--- config.mk ---
export PLATFORM = sky130hd
export DESIGN_NAME = prog_loader_flat
export DESIGN_NICKNAME = d
export VERILOG_FILES = /design/src/rtl/prog_loader_if.sv /design/src/rtl/prog_loader.sv /design/src/flat_wrapper.sv
export SDC_FILE = /design/constraint.sdc
export NUM_CORES = 1
export LEC_CHECK = 0
export BUFFER_PORTS_ARGS = -buffer_cell sky130_fd_sc_hd__buf_4
export CAP_MARGIN = 20
export CORE_AREA = 2 2 58 60
export DETAILED_ROUTE_END_ITERATION = 8
export DIE_AREA = 0 0 60 62
export GPL_TIMING_DRIVEN = 1
export PLACE_DENSITY_LB_ADDON = 0.2
export SLEW_MARGIN = 10
export SYNTH_ARGS = -nofsm -noshare
export SYNTH_HDL_FRONTEND = slang
export SYNTH_SLANG_ARGS = --single-unit
--- constraint.sdc ---
create_clock -name clock -period 2.9 [get_ports clock]
set_input_delay 0.29 -clock clock [delete_from_list [all_inputs] [get_ports clock]]
set_output_delay 0.29 -clock clock [all_outputs]
set_load 0.05 [all_outputs]
--- src/rtl/prog_loader_if.sv ---
// Serial program link plus the RAM write port and status outputs of the loader.
// master is the loader's view; slave is the pad/CPU side.
interface prog_loader_if #(
    parameter int ADDR_W = 4
);
    logic              spi_sclk;
    logic              spi_mosi;
    logic              spi_cs_n;
    logic              load_ram;
    logic [ADDR_W-1:0] load_addr;
    logic [7:0]        load_data;
    logic              cpu_run_n;
    logic              load_done;
    logic              load_err;
    logic [ADDR_W:0]   byte_cnt;

    modport master (
        input  spi_sclk, spi_mosi, spi_cs_n,
        output load_ram, load_addr, load_data, cpu_run_n, load_done, load_err, byte_cnt
    );

    modport slave (
        output spi_sclk, spi_mosi, spi_cs_n,
        input  load_ram, load_addr, load_data, cpu_run_n, load_done, load_err, byte_cnt
    );
endinterface

--- src/rtl/prog_loader.sv ---
// prog_loader: SPI mode-0 program image receiver; writes the CPU program RAM and holds the CPU in reset until done.
// Latency: load_ram pulses one clock after the synchronized 8th sclk rise. PROG_LOADER_CHECKSUM_EN adds a trailing checksum byte.
// Backpressure: none; the serial link has no flow control, sclk must stay at or below clock/4.
module prog_loader #(
    parameter int NUM_BYTES   = 16,
    parameter int ADDR_W      = 4,
    parameter int SYNC_STAGES = 2
) (
    input  logic          clock,
    input  logic          cpu_reset,
    prog_loader_if.master bus
);
    typedef enum logic [1:0] {IDLE, SHIFT, WRITE, DONE} state_t;

    localparam logic [ADDR_W:0] LAST_CNT = (ADDR_W + 1)'(NUM_BYTES);

    logic [SYNC_STAGES-1:0] sclk_sync;
    logic [SYNC_STAGES-1:0] mosi_sync;
    logic [SYNC_STAGES-1:0] cs_sync;
    logic                   sclk_s;
    logic                   mosi_s;
    logic                   cs_s;
    logic                   sclk_prev;
    logic                   cs_prev;
    logic                   sclk_rise;
    logic                   cs_fall;

    state_t                 state;
    state_t                 state_nxt;
    logic [6:0]             shreg;
    logic [2:0]             bit_cnt;
    logic [7:0]             byte_nxt;
    logic [ADDR_W:0]        cnt_inc;

    logic                   wr_stb;
    logic [ADDR_W-1:0]      wr_addr;
    logic [7:0]             wr_data;
    logic                   run_n;
    logic                   done;
    logic                   err;
    logic [ADDR_W:0]        cnt;

    logic                   frame_start;
    logic                   shift_en;
    logic                   capture;
    logic                   write_end;
    logic                   set_err;
    logic                   enter_done;
    logic                   csum_phase;
    logic                   csum_ok;
    logic                   last_write;

    assign sclk_s    = sclk_sync[SYNC_STAGES-1];
    assign mosi_s    = mosi_sync[SYNC_STAGES-1];
    assign cs_s      = cs_sync[SYNC_STAGES-1];
    assign sclk_rise = sclk_s & ~sclk_prev;
    assign cs_fall   = cs_prev & ~cs_s;
    assign byte_nxt  = {shreg, mosi_s};
    assign cnt_inc   = cnt + 1'b1;

    always_ff @(posedge clock) begin
        if (!cpu_reset) begin
            sclk_sync <= '1;
            mosi_sync <= '0;
            cs_sync   <= '1;
            sclk_prev <= 1'b1;
            cs_prev   <= 1'b1;
        end else begin
            sclk_sync <= {sclk_sync[SYNC_STAGES-2:0], bus.spi_sclk};
            mosi_sync <= {mosi_sync[SYNC_STAGES-2:0], bus.spi_mosi};
            cs_sync   <= {cs_sync[SYNC_STAGES-2:0], bus.spi_cs_n};
            sclk_prev <= sclk_s;
            cs_prev   <= cs_s;
        end
    end

`ifdef PROG_LOADER_CHECKSUM_EN
    // Running sum of bytes already written; the checksum byte itself is never stored.
    logic [7:0] csum;

    assign csum_phase = (cnt == LAST_CNT);
    assign csum_ok    = (8'(csum + byte_nxt) == 8'h00);
    assign last_write = 1'b0;

    always_ff @(posedge clock) begin
        if (!cpu_reset) begin
            csum <= 8'h00;
        end else if (state == IDLE || frame_start) begin
            csum <= 8'h00;
        end else if (write_end) begin
            csum <= csum + wr_data;
        end
    end
`else
    assign csum_phase = 1'b0;
    assign csum_ok    = 1'b0;
    assign last_write = (cnt_inc == LAST_CNT);
`endif

    always_ff @(posedge clock) begin
        if (!cpu_reset) begin
            state <= IDLE;
        end else begin
            state <= state_nxt;
        end
    end

    always_comb begin
        state_nxt   = state;
        frame_start = 1'b0;
        shift_en    = 1'b0;
        capture     = 1'b0;
        write_end   = 1'b0;
        set_err     = 1'b0;
        enter_done  = 1'b0;
        case (state)
            IDLE: begin
                if (!cs_s) begin
                    state_nxt = SHIFT;
                end
            end
            SHIFT: begin
                // A cs_n rise in the same cycle as an sclk rise drops the bit.
                if (cs_s) begin
                    state_nxt = IDLE;
                    set_err   = 1'b1;
                end else if (sclk_rise) begin
                    shift_en = 1'b1;
                    if (bit_cnt == 3'd7) begin
                        if (!csum_phase) begin
                            capture   = 1'b1;
                            state_nxt = WRITE;
                        end else if (csum_ok) begin
                            enter_done = 1'b1;
                            state_nxt  = DONE;
                        end else begin
                            set_err   = 1'b1;
                            state_nxt = IDLE;
                        end
                    end
                end
            end
            WRITE: begin
                write_end = 1'b1;
                if (last_write) begin
                    enter_done = 1'b1;
                    state_nxt  = DONE;
                end else begin
                    state_nxt = SHIFT;
                end
            end
            DONE: begin
                if (cs_fall) begin
                    frame_start = 1'b1;
                    state_nxt   = SHIFT;
                end
            end
            default: state_nxt = IDLE;
        endcase
    end

    always_ff @(posedge clock) begin
        if (!cpu_reset) begin
            shreg   <= '0;
            bit_cnt <= '0;
            wr_stb  <= 1'b0;
            wr_addr <= '0;
            wr_data <= '0;
            run_n   <= 1'b0;
            done    <= 1'b0;
            err     <= 1'b0;
            cnt     <= '0;
        end else begin
            wr_stb <= capture;
            if (shift_en) begin
                shreg   <= byte_nxt[6:0];
                bit_cnt <= bit_cnt + 1'b1;
            end
            if (capture) begin
                wr_data <= byte_nxt;
            end
            if (state == IDLE || frame_start) begin
                bit_cnt <= '0;
                cnt     <= '0;
                wr_addr <= '0;
            end
            // Address wraps to 0 after the last slot; it is reset before reuse.
            if (write_end) begin
                wr_addr <= wr_addr + 1'b1;
                cnt     <= cnt_inc;
                bit_cnt <= '0;
            end
            if (frame_start) begin
                err   <= 1'b0;
                done  <= 1'b0;
                run_n <= 1'b0;
            end
            if (set_err) begin
                err <= 1'b1;
            end
            if (enter_done) begin
                done  <= 1'b1;
                run_n <= 1'b1;
            end
        end
    end

    assign bus.load_ram  = wr_stb;
    assign bus.load_addr = wr_addr;
    assign bus.load_data = wr_data;
    assign bus.cpu_run_n = run_n;
    assign bus.load_done = done;
    assign bus.load_err  = err;
    assign bus.byte_cnt  = cnt;
endmodule

--- src/flat_wrapper.sv ---
// flat-port wrapper written by rule: the top's interface ports become plain ports
module prog_loader_flat 
#(
    parameter int NUM_BYTES   = 16,
    parameter int ADDR_W      = 4,
    parameter int SYNC_STAGES = 2
)
  (clock, cpu_reset, bus_spi_sclk, bus_spi_mosi, bus_spi_cs_n, bus_load_ram, bus_load_addr, bus_load_data, bus_cpu_run_n, bus_load_done, bus_load_err, bus_byte_cnt);
  prog_loader_if #(.ADDR_W(ADDR_W)) bus_i ();
  input  logic clock;
  input  logic cpu_reset;
  input wire logic [$bits(bus_i.spi_sclk)-1:0] bus_spi_sclk;
  input wire logic [$bits(bus_i.spi_mosi)-1:0] bus_spi_mosi;
  input wire logic [$bits(bus_i.spi_cs_n)-1:0] bus_spi_cs_n;
  output wire logic [$bits(bus_i.load_ram)-1:0] bus_load_ram;
  output wire logic [$bits(bus_i.load_addr)-1:0] bus_load_addr;
  output wire logic [$bits(bus_i.load_data)-1:0] bus_load_data;
  output wire logic [$bits(bus_i.cpu_run_n)-1:0] bus_cpu_run_n;
  output wire logic [$bits(bus_i.load_done)-1:0] bus_load_done;
  output wire logic [$bits(bus_i.load_err)-1:0] bus_load_err;
  output wire logic [$bits(bus_i.byte_cnt)-1:0] bus_byte_cnt;
  assign bus_i.spi_sclk = bus_spi_sclk;
  assign bus_i.spi_mosi = bus_spi_mosi;
  assign bus_i.spi_cs_n = bus_spi_cs_n;
  assign bus_load_ram = bus_i.load_ram;
  assign bus_load_addr = bus_i.load_addr;
  assign bus_load_data = bus_i.load_data;
  assign bus_cpu_run_n = bus_i.cpu_run_n;
  assign bus_load_done = bus_i.load_done;
  assign bus_load_err = bus_i.load_err;
  assign bus_byte_cnt = bus_i.byte_cnt;
  prog_loader #(.NUM_BYTES(NUM_BYTES), .ADDR_W(ADDR_W), .SYNC_STAGES(SYNC_STAGES)) u_core (.clock(clock), .cpu_reset(cpu_reset), .bus(bus_i));
endmodule
==> reports/metrics.cfg, run 1 <==
[outcome]
status = finished clean

[route]
avgRoutedWirePerCell_microns = 12.1
top_layer = met4
vias = 1314
wirelength_met1_microns = 1310
wl_met3_microns = 120
drtIter0Drc = 67
first_pass_iters = 6
wirelength_microns = 3070
route.detailed.drc = 0
vias_per_cell = 5.15
wl_met2_microns = 1610
antenna_left = 0

[worst_hold_path]
hold_depth = 2
worstHoldEndpoint = u_core.sclk_sync[0]
hold_class = input port to flip-flop
min_from = bus_spi_sclk

[floorplanning]
core.rowCount = 21
ioPinCount = 26
core_area_sq_um = 3180
start_util_pct = 55.5
design.die.area_sq_um = 3720
die_w_microns = 60
die_y_microns = 62

[finish]
area_growth_syn_to_layout_pct = 16.0
fin_area_sq_um = 2050
nets = 222
antenna_cells = 0
seq_area_sq_um = 801
multi_input_area_sq_um = 890
final.fill_count = 268
final_layout_size_suffix_gt1_share_pct = 23.4

[worst_setup_path]
start_kind = flip-flop
cp_top_family = simple AND/OR/NAND/NOR gates
path_cells = ha_1 > nand2b_4 > nor3b_2 > nand2_1 > nand2_1 > a21boi_0
r2r-start = u_core.state[0]
crit_required_ns = 3.14
path_depth = 6
path_buf_inv = 0
rr_endpoint = u_core.bus.load_data[4]
critPathMaxFanout = 9
slowest_delay_ns = 0.45
path_common_cell = nand2_1
cp-end-kind = flip-flop
reg2regPathDepth = 6
path_class = flip-flop to flip-flop
cp.arrival_ns = 2.08
regToRegSetupSlack_ns = 1.06
crit_path_top_delay_cell = nor3b_2

[synth]
async_flop_share_pct = 0
syn_inst = 185
synth_seq_cells = 40
synth_edf_count = 0
synth.avg_cell_area_sq_um = 9.54
yosys_warnings = 0
netlist_area_sq_um = 1760
yosysSeqAreaShare_pct = 45.4
ys.flop_type = dfxtp_1
synth.distinct_cells = 41
mappedNetlistNets = 199

[placed_design]
postPlaceCellArea_sq_um = 1950
hpwl_microns = 2150
place.gp.congestion = 0.722
io_buffers = 25

[clocking]
clock_latency_ns = 0.34
cts_sinks = 40
cts_setup_buffers = 0
cts_tree = yes
cts_made_buffers = 5
holdBufCountCts = 0
root_buffer = clkbuf_4
cts.reportedPaths.clkPinSlew_ns = 0.12
ctsResizeCount = 0
htreeDepth = 2
ctsLongestPathBuffers = 2

[timing]
finalMaxSlewViolations = 0
setup_viol = 0
min_period_ns = 1.84
max_freq_ghz = 0.543
skew_ns = 0.0155
timing.final.crit_share_pct = 63.5
worst_slew_pin_slew_ns = 0.533
finalHoldViolations = 0
maxSlewHeadroom_pct = 64.5
setup_tns_ns = 0
grt_setup_unrepaired = false

[global_routing]
grt_pass1_wl_microns = 4750
gr-usage-all-layers_pct = 17.4
grt_pass1_vias = 1124
antenna_found_initial = 0
grt_remaining_overflow = 0
grt_max_degree = 41

[power_and_ir_drop]
clockPowerShare_pct = 39.1
p_seq_share_pct = 54.6
p_sw_share_pct = 21.0
p_per_area_nw_per_um2 = 504
p_leak_nw = 0.804
ir_drop_uv = 266
pwr-share-comb_pct = 6.3
p_int_mw = 0.815
switchingPower_mw = 0.216

[flow_run]
cap_violations = 0

[worst max path at each step]
stage,start,endpoint,slack (ns)
after floorplan,u_core.bus.byte_cnt[0],u_core.state[1],1.09
after global placement,u_core.state[0],u_core.bus.load_data[7],1.15
after detailed placement,u_core.state[1],u_core.bus.load_data[4],1.04
after CTS,u_core.state[0],u_core.bus.load_data[4],1.04
after global routing,u_core.state[0],u_core.bus.load_data[0],0.83
final,u_core.state[0],u_core.bus.load_data[4],1.06
[cell usage in the layout (no fill, tap or decap), types with 2 or more instances in the layout]
master / instances
a21boi_0: 9
a21boi_2: 7
a21oi_1: 6
a32o_1: 2
and2_1: 5
and2_4: 2
buf_4: 26
clkbuf_4: 5
clkbuf_8: 2
dfxtp_1: 40
ha_1: 9
inv_1: 2
mux2i_1: 3
nand2_1: 37
nand2b_1: 7
nand3_1: 12
nor2_1: 3
nor2b_1: 5
o21ai_0: 5
o21ai_1: 2
o31ai_1: 2
xnor2_1: 2
[stage by stage]
| stage | setup WS, ns | power (mW) | util, % | cells | hold WS [ns] |
|---|---|---|---|---|---|
| after floorplan | 1.09 | 0.625 | - | 185 | 0.386 |
| after global placement | 1.15 | 0.639 | 61.4 | 247 | 0.391 |
| after detailed placement | 1.04 | 0.641 | 61.4 | 247 | 0.392 |
| after CTS | 1.04 | 1.04 | 64.3 | 255 | 0.112 |
| after global routing | 0.830 | 1.07 | 64.3 | 255 | 0.116 |
| final | 1.06 | 1.03 | 64.3 | 255 | 0.121 |
[synth_stat cells (all sizes together) (4+ instances only)]
| cell | number | share of area (%) |
|---|---|---|
| nand3 | 12 | 3.4 |
| and2 | 7 | 2.8 |
| nor2b | 5 | 1.8 |
| a21oi | 6 | 1.7 |
| o21ai | 7 | 2.0 |
| dfxtp | 40 | 45 |
| nand2 | 38 | 8.2 |
| clkbuf | 6 | 1.6 |
| buf | 4 | 2.2 |
| nand2b | 8 | 3.3 |
| a21boi | 16 | 8.3 |
| ha | 9 | 6.4 |
[per-layer routing]
| layer | up-vias | track usage, % |
|---|---|---|
| li1 | 675 | - |
| met1 | 614 | 17.8 |
| met2 | 21 | 32.9 |
| met3 | 4 | 6.21 |
| met4 | 0 | 5.71 |
| met5 | - | 0 |
[worst register-to-register path, delay by kind of cell, from the launching register on]
kind	cells	cell delay, ns
AOI/OAI and AO/OA	1	0.08
adders and majority gates	1	0.27
DFF	1	0.42
and+or+nand+nor	4	0.97
[state kept, by name, indices dropped and copies added, names as in the netlist]
| register | cells |
|---|---|
| u_core.bus.byte_cnt | 5 |
| u_core.sclk_sync | 2 |
| u_core.sclk_prev | 1 |
| u_core.shreg | 7 |
| u_core.cs_sync | 2 |
| u_core.bus.cpu_run_n | 1 |
| u_core.bus.load_addr | 4 |
| u_core.state | 2 |
| u_core.bus.load_err | 1 |
| u_core.bus.load_data | 8 |
| u_core.bus.load_ram | 1 |
| u_core.bit_cnt | 3 |
| u_core.mosi_sync | 2 |
| u_core.cs_prev | 1 |
[cells by family after synthesis]
| group | Yosys count | share of synthesized area [%] |
|---|---|---|
| AND/OR/NAND/NOR | 81 | 25.0 |
| flip-flops | 40 | 45.4 |
| AO/OA/AOI/OAI | 38 | 16.4 |
| buffers and inverters | 12 | 4.18 |
| adder cells (fa/ha/maj) | 9 | 6.38 |
| multiplexers | 3 | 1.70 |
| XOR/XNOR | 2 | 0.993 |
[power groups by stage]
| stage | logic, mW | registers [mW] | clock network, mW |
|---|---|---|---|
| CTS | 0.0657 | 0.564 | 0.414 |
| global placement | 0.0635 | 0.575 | 0 |
| finish | 0.0650 | 0.563 | 0.403 |
| floorplan | 0.0443 | 0.580 | 0 |
| global route | 0.0706 | 0.565 | 0.439 |
| detailed placement | 0.0654 | 0.576 | 0 |
[layout make-up]
cell class,count,area share [%]
clock inverters,1,1.47
repair buffers,26,9.54
multi-input cells,133,43.5
flip-flops and latches,40,39.1
well taps,46,2.81
inverters,2,0.367
clock buffers,7,3.18
Note: power is estimated with default switching activity, not from simulation.
==> inputs of run 2 (changes only) <==
Settings changed: CORE_AREA 2 2 58 60 to 2 2 60 62, DIE_AREA 0 0 60 62 to 0 0 62 64.
Clock period 2.9 ns to 1.9 ns, I/O delays scaled along.
==> run 2 against run 1 <==
Effect of this change: combinational power grew 54%; die area grew 6.7%; critical endpoint is now u_core.state[1]; routed wire length grew 5.2%; critical path depth is the same; sequential share of layout area decreased by 0.072 points.
==> reports/metrics.cfg, run 2 (same netlist as run 1, synthesis figures left out) <==
[outcome]
status = finished clean  ; unchanged

[worst_setup_path]
slowest_delay_ns = 0.47  ; was 0.45 ns
cp.arrival_ns = 2.00  ; was 2.08 ns
start_kind = flip-flop  ; unchanged
path_cells = ha_1 > and2_4 > nand2_2 > xnor2_1 > nand4_1 > o31ai_1  ; was ha_1 > nand2b_4 > nor3b_2 > nand2_1 > nand2_1 > a21boi_0
rr_endpoint = u_core.state[1]  ; was u_core.bus.load_data[4]
crit_path_top_delay_cell = dfxtp_1  ; was nor3b_2
cp-end-kind = flip-flop  ; unchanged
path_class = flip-flop to flip-flop  ; unchanged
r2r-start = u_core.bus.byte_cnt[0]  ; was u_core.state[0]
critPathMaxFanout = 6  ; was 9
regToRegSetupSlack_ns = 0.16  ; was 1.06 ns
crit_required_ns = 2.16  ; was 3.14 ns
reg2regPathDepth = 6  ; unchanged
worstSetupStartpoint = u_core.bus.byte_cnt[0]  ; was u_core.state[0]

[power_and_ir_drop]
p_per_area_nw_per_um2 = 750  ; was 504 nW/um^2
p_seq_share_pct = 55.9  ; was 54.6%
p_int_mw = 1.18  ; was 0.815 mW
p_leak_nw = 0.805  ; was 0.804 nW
pwr-share-comb_pct = 6.5  ; was 6.3%
p_sw_share_pct = 23.5  ; was 21.0%
switchingPower_mw = 0.361  ; was 0.216 mW
clockPowerShare_pct = 37.5  ; was 39.1%
ir_drop_uv = 519  ; was 266 uV

[clocking]
cts.reportedPaths.clkPinSlew_ns = 0.12  ; about the same
cts_setup_buffers = 0  ; unchanged
root_buffer = clkbuf_4  ; unchanged
ctsLongestPathBuffers = 2  ; unchanged
ctsResizeCount = 0  ; unchanged
cts_sinks = 40  ; unchanged
cts_tree = yes  ; unchanged
clock_latency_ns = 0.36  ; was 0.34 ns
cts_made_buffers = 5  ; unchanged
holdBufCountCts = 0  ; unchanged
htreeDepth = 2  ; unchanged

[timing]
grt_setup_unrepaired = false  ; unchanged
setup_viol = 0  ; unchanged
worst_slew_pin_slew_ns = 0.487  ; was 0.533 ns
maxSlewHeadroom_pct = 67.5  ; was 64.5%
timing.final.crit_share_pct = 91.5  ; was 63.5%
max_freq_ghz = 0.575  ; was 0.543 GHz
finalMaxSlewViolations = 0  ; unchanged
hold_ws_ns = 0.0109  ; was 0.121 ns
skew_ns = 0.0104  ; was 0.0155 ns
setup_tns_ns = 0  ; unchanged
min_period_ns = 1.74  ; was 1.84 ns
finalHoldViolations = 0  ; unchanged

[floorplanning]
die_y_microns = 64  ; was 62 microns
core.rowCount = 21  ; unchanged
core_area_sq_um = 3280  ; was 3180 sq um
die_w_microns = 62  ; was 60 microns
start_util_pct = 53.7  ; was 55.5%
ioPinCount = 26  ; unchanged
design.die.area_sq_um = 3970  ; was 3720 sq um

[route]
avgRoutedWirePerCell_microns = 12.6  ; was 12.1 microns
vias = 1360  ; was 1,314
antenna_left = 0  ; unchanged
first_pass_iters = 5  ; was 6
wirelength_microns = 3230  ; was 3070 microns
vias_per_cell = 5.29  ; was 5.15
route.detailed.drc = 0  ; unchanged
drtIter0Drc = 70  ; was 67

[finish]
seq_area_sq_um = 801  ; unchanged
layout_commonest_cell = dfxtp_1  ; unchanged
nets = 224  ; was 222
final_util_pct = 62.4  ; was 64.3%
multi_input_area_sq_um = 890  ; unchanged
final_layout_size_suffix_gt1_share_pct = 24.2  ; was 23.4%
area_growth_syn_to_layout_pct = 16.2  ; was 16.0%
final_cell_mix = dfxtp_1 (40), nand2_1 (37), buf_4 (28)  ; was dfxtp_1 (40), nand2_1 (37), buf_4 (26)
antenna_cells = 0  ; unchanged
final.fill_count = 298  ; was 268
largest_reg_flops = 8  ; unchanged

[placed_design]
place.gp.congestion = 0.847  ; was 0.722
hpwl_microns = 2200  ; was 2150 microns
io_buffers = 25  ; unchanged

[global_routing]
grt_max_degree = 41  ; unchanged
grt_pass1_vias = 1306  ; was 1,124
grt_remaining_overflow = 0  ; unchanged
gr-usage-all-layers_pct = 18.3  ; was 17.4%
antenna_found_initial = 0  ; unchanged
grt_pass1_wl_microns = 5440  ; was 4750 microns

[flow_run]
cap_violations = 0  ; unchanged

[worst_hold_path]
hold_depth = 2  ; unchanged
min_from = bus_spi_cs_n  ; was bus_spi_sclk
hold_class = input port to flip-flop  ; unchanged
worstHoldEndpoint = u_core.cs_sync[0]  ; was u_core.sclk_sync[0]

==> run 2: worst max path at each step <==
stage | end | slack [ns] | depth (start not counted)
final | u_core.state[1] | 0.16 | 6
after global routing | u_core.bus.load_addr[2] | 0.04 | 6
after detailed placement | u_core.bus.load_addr[2] | 0.23 | 6
after global placement | u_core.state[1] | 0.31 | 6
after CTS | u_core.state[1] | 0.16 | 6
after floorplan | u_core.state[1] | 0.09 | 6
==> run 2: layer usage <==
| layer | GRT usage, % | share of wire, % | wire (microns) |
|---|---|---|---|
| met4 | 7.18 | 2.7 | 87 |
| met3 | 7.09 | 4.6 | 148 |
| met5 | 0 | 0 | 0 |
| met2 | 30.9 | 51 | 1660 |
| met1 | 19.8 | 41 | 1340 |
==> run 2: power groups by stage <==
stage / Sequential, mW / Combinational (mW) / Clock, mW
2_1_floorplan: 0.886 / 0.0675 / 0
3_3_place_gp: 0.878 / 0.0957 / 0
3_5_place_dp: 0.879 / 0.0994 / 0
4_1_cts: 0.860 / 0.101 / 0.591
5_1_grt: 0.862 / 0.109 / 0.629
6_report: 0.860 / 0.100 / 0.577
==> run 2: cell type report <==
cell class / instances / area share [%]
Clock buffer: 5 / 1.83
Clock inverter: 3 / 2.26
Inverter: 2 / 0.366
Multi-Input combinational cell: 133 / 43.4
Sequential cell: 40 / 39.1
Tap cell: 46 / 2.81
Timing Repair Buffer: 28 / 10.3
==> run 2: through the flow <==
stage,total power [mW],instance area (sq um),setup WS [ns],std cells
floorplan,0.953,1760,0.0913,185
global placement,0.973,1970,0.315,249
detailed placement,0.978,1970,0.233,249
CTS,1.55,2050,0.163,257
global route,1.60,2050,0.0423,257
finish,1.54,2050,0.162,257
==> run 2: worst max-delay path, delay by kind of cell, from the launching register on <==
| family | cells | cell delay (ns) |
|---|---|---|
| xor gates and xnor gates | 1 | 0.15 |
| and+or+nand+nor | 3 | 0.41 |
| AOI/OAI and AO/OA | 1 | 0.32 |
| adders and majority gates | 1 | 0.30 |
| DFF | 1 | 0.47 |
